File: config.mk
export PLATFORM = sky130hd
export DESIGN_NAME = truth_table_sweeper
export DESIGN_NICKNAME = d
export VERILOG_FILES = /design/src/rtl/tt_sweep_pkg.sv /design/src/rtl/truth_table_sweeper.sv
export SDC_FILE = /design/constraint.sdc
export NUM_CORES = 1
export LEC_CHECK = 0
export ABC_AREA = 1
export ABC_CLOCK_PERIOD_IN_PS = 1950
export CAP_MARGIN = 5
export CORE_MARGIN = 1
export CORE_UTILIZATION = 35
export DETAILED_ROUTE_END_ITERATION = 16
export GPL_TIMING_DRIVEN = 0
export PLACE_DENSITY = 0.7
export SETUP_SLACK_MARGIN = 0.1
export SYNTH_ARGS = -nofsm -noshare
export SYNTH_HDL_FRONTEND = slang
export SYNTH_SLANG_ARGS = --single-unit
File: constraint.sdc
create_clock -name clk -period 1.95 [get_ports clk]
set_clock_uncertainty 0.15 [all_clocks]
set_input_delay 0.39 -clock clk [delete_from_list [all_inputs] [get_ports clk]]
set_output_delay 0.39 -clock clk [all_outputs]
set_load 0.1 [all_outputs]
File: src/rtl/tt_sweep_pkg.sv
// tt_sweep_pkg: shared state encoding and golden truth tables for the sweeper
package tt_sweep_pkg;
   typedef enum logic [1:0] {IDLE, DRIVE, SAMPLE, DONE} state_t;
   localparam int N_COMB = 16;
   localparam logic [15:0] EXP_F_DEF = 16'hFFFE;
   localparam logic [15:0] EXP_G_DEF = 16'h8000;
   localparam logic [15:0] EXP_H_DEF = 16'hE997;
endpackage

File: src/rtl/truth_table_sweeper.sv
// truth_table_sweeper: drives all 16 {A,B,C,D} combinations, captures f/g/h truth tables, checks them
module truth_table_sweeper
   import tt_sweep_pkg::*;
#(
   parameter int SETTLE_CYCLES = 1,
   parameter logic [15:0] EXP_F = EXP_F_DEF,
   parameter logic [15:0] EXP_G = EXP_G_DEF,
   parameter logic [15:0] EXP_H = EXP_H_DEF
) (
   input  logic        clk,
   input  logic        rst_n,
   input  logic        start,
   output logic        busy,
   output logic        done,
   output logic        A,
   output logic        B,
   output logic        C,
   output logic        D,
   input  logic        f,
   input  logic        g,
   input  logic        h,
   output logic [15:0] tt_f,
   output logic [15:0] tt_g,
   output logic [15:0] tt_h,
   output logic        pass,
   output logic [3:0]  fail_idx
);
   localparam int CW = $clog2(SETTLE_CYCLES + 1);
   localparam logic [CW-1:0] LAST_SETTLE = CW'(SETTLE_CYCLES - 1);
   localparam logic [3:0] LAST_K = 4'(N_COMB - 1);

   state_t state, state_next;
   logic [3:0] k;
   logic [CW-1:0] cnt;
   logic fail_found;
   logic mis;

   assign {A, B, C, D} = k;
   assign mis = (f != EXP_F[k]) | (g != EXP_G[k]) | (h != EXP_H[k]);

   // state register
   always_ff @(posedge clk or negedge rst_n) begin
      if (!rst_n) state <= IDLE;
      else state <= state_next;
   end

   // next-state and status decode
   always_comb begin
      busy = (state == DRIVE) || (state == SAMPLE);
      done = (state == DONE);
      state_next = (state == IDLE)   ? (start ? DRIVE : IDLE) :
                   (state == DRIVE)  ? ((cnt == LAST_SETTLE) ? SAMPLE : DRIVE) :
                   (state == SAMPLE) ? ((k == LAST_K) ? DONE : DRIVE) :
                                       IDLE;
   end

   // index, settle counter, truth-table capture and pass/fail bookkeeping
   always_ff @(posedge clk or negedge rst_n) begin
      if (!rst_n) begin
         k <= '0;
         cnt <= '0;
         tt_f <= '0;
         tt_g <= '0;
         tt_h <= '0;
         pass <= 1'b0;
         fail_idx <= '0;
         fail_found <= 1'b0;
      end else begin
         case (state)
            IDLE: if (start) begin
               k <= '0;
               cnt <= '0;
               tt_f <= '0;
               tt_g <= '0;
               tt_h <= '0;
               pass <= 1'b0;
               fail_idx <= '0;
               fail_found <= 1'b0;
            end
            DRIVE: cnt <= cnt + 1'b1;
            SAMPLE: begin
               tt_f[k] <= f;
               tt_g[k] <= g;
               tt_h[k] <= h;
               if (mis && !fail_found) begin
                  fail_idx <= k;
                  fail_found <= 1'b1;
               end
               if (k == LAST_K) pass <= ~(fail_found | mis);
               else begin
                  k <= k + 1'b1;
                  cnt <= '0;
               end
            end
            default: k <= '0;
         endcase
      end
   end
endmodule

==> impl_summary.txt, run 1 <==
----------------------------------------------------
[Outcome]
  Outcome ... finished clean

[Placed design]
  Area after detailed placement ... around 0.0038 mm²
  Instance count after placement with tap cells included ... ~470
  I/O Buffers ... between 60 and 70
  Routability Congestion ... about 0.77
  Half-perimeter wire length after detailed placement ... between 5000 and 6000 µm

[Cells and area]
  Number of antenna diodes ... 0
  Final-stage net count ... approximately 400
  P&R area growth vs syn ... 40.5%
  Total of fill cells in the finished design ... 734
  Fraction of layout cells with a size suffix above 1 ... 0.365
  Final cell count without fillers ... 497
  Finished layout cell area ... between 0.004 and 0.005 mm²
  Core utilization of the finished layout ... 0.507

[Die]
  Initial Utilization ... 0.361
  Area inside the core boundary ... around 0.008 mm²
  Vert. Die Dim ... 94.1 µm
  Width of the chip ... about 94 µm
  Area enclosed by the die boundary ... 0.00885 mm²
  Number of core rows ... 33
  Top-level I/O count ... 65

[Critical path]
  Arrival time worst endpoint ... about 1.4 ns
  Kind of start point of the critical path ... register
  Launching point of the worst reg2reg path ... k[0]
  Category of the most critical setup path ... reg -> out
  Required @ worst endpoint ... 1.41 ns
  Worst Setup SP ... k[1]
  Endpoint kind of the worst setup timing path ... output port
  Largest fanout of any net on the critical path ... 5

[Power and ir drop]
  Power per unit of standard cell area ... roughly 1300 mW/mm²
  Clk network pwr share ... 0.220
  Net Sw Power ... ~2.4 mW
  Comb pwr share ... 0.509
  Internal ... just under 3 mW
  Sequential power share ... 0.271
  Worst IR Drop VDD ... just under 1 mV
  Sw Share ... 0.448
  Leak ... around 1.8 nW

[Clocking]
  Clock buffer depth ... 2
  Clock transition at the registers of the reported paths ... ~0.07 ns
  Number of buffers inserted during clock tree synthesis ... 9
  H-tree lvl count ... 3
  Clock tree root buffer cell ... sky130_fd_sc_hd__clkbuf_8
  Worst-skew pair later-pin latency ... around 0.34 ns
  Sinks on the clock net ... between 60 and 70
  CTS tree ... done

[Drt]
  First-pass iteration count of the detailed router ... 4
  Routed wirelength normalized by instance count ... roughly 15 µm
  Iteration-0 DRC count of the detailed router ... around 100
  Post-detailed-route via-to-cell ratio ... roughly 4.8
  Number of design rule violations left after detail routing ... 0
  Via count ... approximately 2400
  Post-DRT Antenna Nets ... 0
  Drt total wl ... between 7000 and 8000 µm

[Logic synthesis]
  Warnings, synthesis ... 0
  Distinct cell type count after synthesis ... 29
  Mean instance size in the synthesized netlist ... just under 10 µm²
  Number of instances in the synthesized netlist ... around 300
  Net count after synthesis ... approximately 320
  Part of the Yosys area used for sequential elements ... 0.515
  Post-synthesis instance area ... slightly below 0.003 mm²
  Flip-flop and latch count after synthesis ... just over 60

[Timing]
  Crit share post-route ... 0.975
  Worst-Margin Slew ... 0.659 ns
  Setup repair after global routing missed its margin ... yes
  Final setup violation count ... 0
  Minimum clock period after layout ... ~1.9 ns
  Relative slew slack ... 0.561
  Hold slack final ... 0.335 ns
  Maximum clock frequency ... about 0.53 GHz
  Max-slew violations ... 0
  Hold Violations, Final ... 0
  Setup TNS ... 0 ns

[GRT]
  First-pass GRT wire length ... about 12000 µm
  Initial antenna violation count ... 0
  Leftover overflow at the end of global routing ... 0
  Pin count of the biggest net entering global routing ... 35
  Number of global-route vias before repair ... around 2500
  Total Routing Usage GR ... 0.183

[Run]
  Max-capacitance violation count ... 0

[Worst hold path]
  Start point of the worst hold path ... fail_idx[3]
  HP Class ... reg -> reg

----------------------------------------------------
==> routing by layer <==
layer  track usage  wire length (µm)
met1         0.224              3210
met2         0.307              3660
met3        0.0623               369
met4        0.0500               111
met5             0                 0
==> critical path, stage by stage, from the launching register on <==
cell and delay, ns:
sky130_fd_sc_hd__dfrtp_4 0.46, sky130_fd_sc_hd__buf_4 0.14, sky130_fd_sc_hd__buf_2 0.42
==> state kept, by name, indices dropped and copies added, names as in the netlist <==
register    cells
cnt             1
fail_found      1
fail_idx        4
k               4
pass            1
state           2
tt_f           16
tt_g           16
tt_h           16
==> cell families after synthesis <==
family                   after synthesis  synth area share
buffers and inverters                 64             0.102
flip-flops                            61             0.515
AO/OA/AOI/OAI                         73             0.177
AND/OR/NAND/NOR                       94             0.164
adder cells (fa/ha/maj)               10            0.0422
==> path summary, 6_finish.rpt <==
kind	cells after the start	end	slack, ns
worst max register to register	13	fail_idx[3]	0.16
max in group asynchronous	3	k[1]	0.55
worst min register to register	2	fail_idx[3]	0.33
worst max-delay path	2	C	0.05
min in group asynchronous	2	tt_g[8]	0.46
worst min-delay path	2	fail_idx[3]	0.33
==> what timing repair did <==
action,in CTS,in global routing
endpoints found under the hold margin,27,0
pin swaps,1,6
hold buffers,1,0
resized for setup,195,37
setup buffers,1,7
setup endpoints to repair,78,68
==> per-stage QoR <==
step                power, mW  worst slack (ns)
finish                   5.34            0.0489
detailed placement       3.92            -0.433
global route             5.63           0.00786
CTS                      5.20             0.104
global placement         3.88             -1.96
floorplan                3.44            0.0191
==> placed cells by master, fill, tap and decap left out, types with 3 or more instances in the layout <==
cell type / synthesis / final
sky130_fd_sc_hd__ha_4: 0 / 4
sky130_fd_sc_hd__clkdlybuf4s50_1: 0 / 4
sky130_fd_sc_hd__buf_2: 1 / 5
sky130_fd_sc_hd__inv_2: 3 / 7
sky130_fd_sc_hd__nand2_4: 1 / 5
sky130_fd_sc_hd__dfrtp_1: 61 / 57
sky130_fd_sc_hd__a21oi_4: 9 / 9
sky130_fd_sc_hd__clkbuf_8: 1 / 12
sky130_fd_sc_hd__o22ai_1: 36 / 36
sky130_fd_sc_hd__buf_4: 4 / 12
sky130_fd_sc_hd__nand2_1: 57 / 55
sky130_fd_sc_hd__nand2_2: 8 / 6
sky130_fd_sc_hd__clkdlybuf4s15_2: 0 / 35
sky130_fd_sc_hd__ha_1: 10 / 6
sky130_fd_sc_hd__buf_6: 2 / 4
sky130_fd_sc_hd__o21ai_1: 5 / 8
sky130_fd_sc_hd__nor2_8: 4 / 4
sky130_fd_sc_hd__o21ai_0: 14 / 11
sky130_fd_sc_hd__inv_4: 2 / 3
sky130_fd_sc_hd__nand3_1: 13 / 13
sky130_fd_sc_hd__inv_1: 50 / 45
sky130_fd_sc_hd__a21oi_1: 5 / 5
sky130_fd_sc_hd__nor2_2: 1 / 3
sky130_fd_sc_hd__buf_12: 1 / 3
sky130_fd_sc_hd__clkdlybuf4s18_2: 0 / 18
sky130_fd_sc_hd__nor2_1: 6 / 4
==> final cells by class <==
| type | instances | area, µm² | share of cell area |
|---|---|---|---|
| sequential | 61 | 1540 | 0.369 |
| multi-input combinational | 177 | 1220 | 0.292 |
| timing repair buffer | 74 | 759 | 0.182 |
| inverter | 55 | 214 | 0.0513 |
| clock buffer | 11 | 151 | 0.0363 |
| tap | 105 | 131 | 0.0315 |
| buffer | 9 | 98.8 | 0.0237 |
| clock inverter | 5 | 58.8 | 0.0141 |
==> Yosys cell counts (all sizes together) <==
cell type | count | area [µm²]
o21ai | 19 | 95.1
nand3 | 14 | 75.1
a221oi | 1 | 8.76
ha | 10 | 125
nor2 | 13 | 131
a21oi | 15 | 180
a31oi | 1 | 6.26
nand2 | 66 | 275
clkbuf | 1 | 13.8
a32o | 1 | 10.0
inv | 55 | 211
o22ai | 36 | 225
buf | 8 | 77.6
nor3 | 1 | 5.00
dfrtp | 61 | 1530
==> power groups by stage <==
stage                     registers (mW)  clock network (mW)  logic (mW)
final                               1.45                1.17        2.71
after global routing                1.46                1.25        2.92
after CTS                           1.44                1.19        2.56
after detailed placement            1.47                   0        2.46
after global placement              1.46                   0        2.42
after floorplan                     1.80                   0        1.64
Power figures use the tool's default switching activity.
==> run 2: changes to the inputs <==
--- a/config.mk
+++ b/config.mk
@@ -11,7 +11,6 @@
 export CORE_MARGIN = 1
 export CORE_UTILIZATION = 35
 export DETAILED_ROUTE_END_ITERATION = 16
-export GPL_TIMING_DRIVEN = 0
 export PLACE_DENSITY = 0.7
 export SETUP_SLACK_MARGIN = 0.1
 export SYNTH_ARGS = -nofsm -noshare
==> impl_summary.txt, run 2 (synthesis results as in run 1) <==
----------------------------------------------------
[Cells and area]
  Area of the multi-input gates ... 0.00124 mm²
  Sequential cell area ... about 0.0015 mm²
  Number of antenna diodes ... 0
  Leading cell type in the layout, fill and taps excluded ... sky130_fd_sc_hd__buf_12
  Regs by FF count ... tt_f (16), tt_g (16), tt_h (16)
  P&R area growth vs syn ... 58.9%
  Core utilization of the finished layout ... 0.574
  Total of fill cells in the finished design ... 644
  Final-stage net count ... 400
  Fraction of layout cells with a size suffix above 1 ... 0.375
  Commonest cells after routing, fill and taps aside ... 62 x sky130_fd_sc_hd__buf_12, 57 x sky130_fd_sc_hd__dfrtp_1, 49 x sky130_fd_sc_hd__nand2_1

[Worst hold path]
  Worst hold stages ... 2
  HP Class ... reg -> reg
  Start point of the worst hold path ... fail_idx[3]
  Destination of the worst hold path ... fail_idx[3]

[Timing]
  Final setup violation count ... 0
  Max-slew violations ... 0
  Setup TNS ... 0 ns
  Maximum clock frequency ... between 0.5 and 0.6 GHz
  Relative slew slack ... 0.774
  Minimum clock period after layout ... 1.86 ns
  Worst-Margin Slew ... 0.339 ns
  Hold Violations, Final ... 0
  Setup repair after global routing missed its margin ... yes
  Crit share post-route ... 0.955

[Critical path]
  List of cells traversed by the critical path ... inv_2 -> ha_4 -> nand2_2 -> nand2_1 -> nand2_1 -> nand3_1 -> nand3_2 -> nand2_2 -> nand2_2 -> nand2_4 -> nand2_1 -> nand2_1
  Kind of start point of the critical path ... register
  Endpoint of the worst register-to-register path ... fail_idx[1]
  Delay of the slowest critical-path stage ... 0.51 ns
  Launching point of the worst reg2reg path ... k[0]
  Largest fanout of any net on the critical path ... 4
  Reg2Reg Setup Slack ... 0.09 ns
  Endpoint kind of the worst setup timing path ... register
  Reg2reg path depth ... 12
  Slowest cell on the critical path ... sky130_fd_sc_hd__dfrtp_4
  Category of the most critical setup path ... reg -> reg
  Arrival time worst endpoint ... between 1.5 and 2 ns
  Required @ worst endpoint ... roughly 2.0 ns
  Critical path's most frequent cell ... sky130_fd_sc_hd__nand2_1

[GRT]
  Leftover overflow at the end of global routing ... 0
  Total Routing Usage GR ... 0.184
  Number of global-route vias before repair ... 2436
  Pin count of the biggest net entering global routing ... 62
  First-pass GRT wire length ... ~12000 µm
  Initial antenna violation count ... 0

[Drt]
  Post-DRT Antenna Nets ... 0
  Post-detailed-route via-to-cell ratio ... roughly 5.0
  Iteration-0 DRC count of the detailed router ... 184
  First-pass iteration count of the detailed router ... 4
  Routed wirelength normalized by instance count ... about 15 µm
  Number of design rule violations left after detail routing ... 0
  Via count ... approximately 2500
  Drt total wl ... 7590 µm

[Clocking]
  Worst-skew pair later-pin latency ... between 0.3 and 0.4 ns
  H-tree lvl count ... 3
  CTS tree ... done
  Number of buffers inserted during clock tree synthesis ... 9
  Clock buffer depth ... 2
  Clock tree root buffer cell ... sky130_fd_sc_hd__clkbuf_8
  Clock transition at the registers of the reported paths ... roughly 0.070 ns
  Sinks on the clock net ... 61

[Outcome]
  Outcome ... finished clean

[Die]
  Number of core rows ... 33
  Area enclosed by the die boundary ... just under 0.009 mm²
  Initial Utilization ... 0.361
  Width of the chip ... 94.1 µm
  Vert. Die Dim ... around 94 µm
  Area inside the core boundary ... a little over 0.008 mm²
  Top-level I/O count ... 65

[Placed design]
  I/O Buffers ... 64
  Half-perimeter wire length after detailed placement ... between 5000 and 6000 µm
  Routability Congestion ... 0.803

[Power and ir drop]
  Worst IR Drop VDD ... 0.903 mV
  Leak ... between 2 and 2.5 nW
  Total design power ... approximately 5.4 mW
  Power per unit of standard cell area ... ~1200 mW/mm²

[Run]
  Max-capacitance violation count ... 0

----------------------------------------------------
## run 2: cell type report
type	count	area share
sequential	61	0.326
timing repair buffer	80	0.295
multi-input combinational	177	0.264
inverter	55	0.0454
tap	105	0.0279
clock buffer	9	0.0263
clock inverter	7	0.0159
## run 2: how the worst max path moves through the flow
| stage | from | end | cells past startpoint |
|---|---|---|---|
| global route | k[1] | fail_idx[0] | 12 |
| floorplan | k[0] | fail_idx[0] | 13 |
| global placement | start | tt_f[15] | 5 |
| CTS | k[0] | fail_idx[1] | 13 |
| detailed placement | start | tt_g[7] | 6 |
| finish | k[0] | fail_idx[1] | 12 |
## run 2: through the flow
stage               hold WS [ns]  area [µm²]  setup WS, ns  cells
CTS                        0.400        4620         0.111    490
global placement           0.272        4380        0.0309    470
global route               0.416        4710       -0.0297    494
detailed placement         0.273        4380       0.00209    470
finish                     0.397        4710        0.0879    494
floorplan                -0.0556        3010        0.0191    302
## run 2: what timing repair did
action / 4_1_cts / 5_1_grt
resized for setup: 3 / 18
setup endpoints to repair: 12 / 34
hold buffers: 1 / 0
endpoints found under the hold margin: 61 / 0
setup buffers: 3 / 4
pin swaps: 0 / 3
## run 2: metal layers
metal / vias up / track usage / wire length [µm]
li1: 1163 / - / -
met1: 1207 / 0.235 / 3220
met2: 76 / 0.291 / 3750
met3: 16 / 0.0445 / 439
met4: 0 / 0.0885 / 177
met5: - / 0 / 0
## run 2: critical path, delay by kind of cell (launching register included)
kind | cells | cell delay, ns
buf+inv | 1 | 0.12
flops | 1 | 0.51
fa+ha+maj | 1 | 0.22
simple gates | 10 | 0.77
## run 2: power breakdown
group | internal, mW | switching (mW) | leakage (nW) | total [mW]
Sequential | 1.36 | 0.101 | 0.839 | 1.46
Clock | 0.593 | 0.524 | 0.0918 | 1.12
Combinational | 1.03 | 1.84 | 1.09 | 2.87
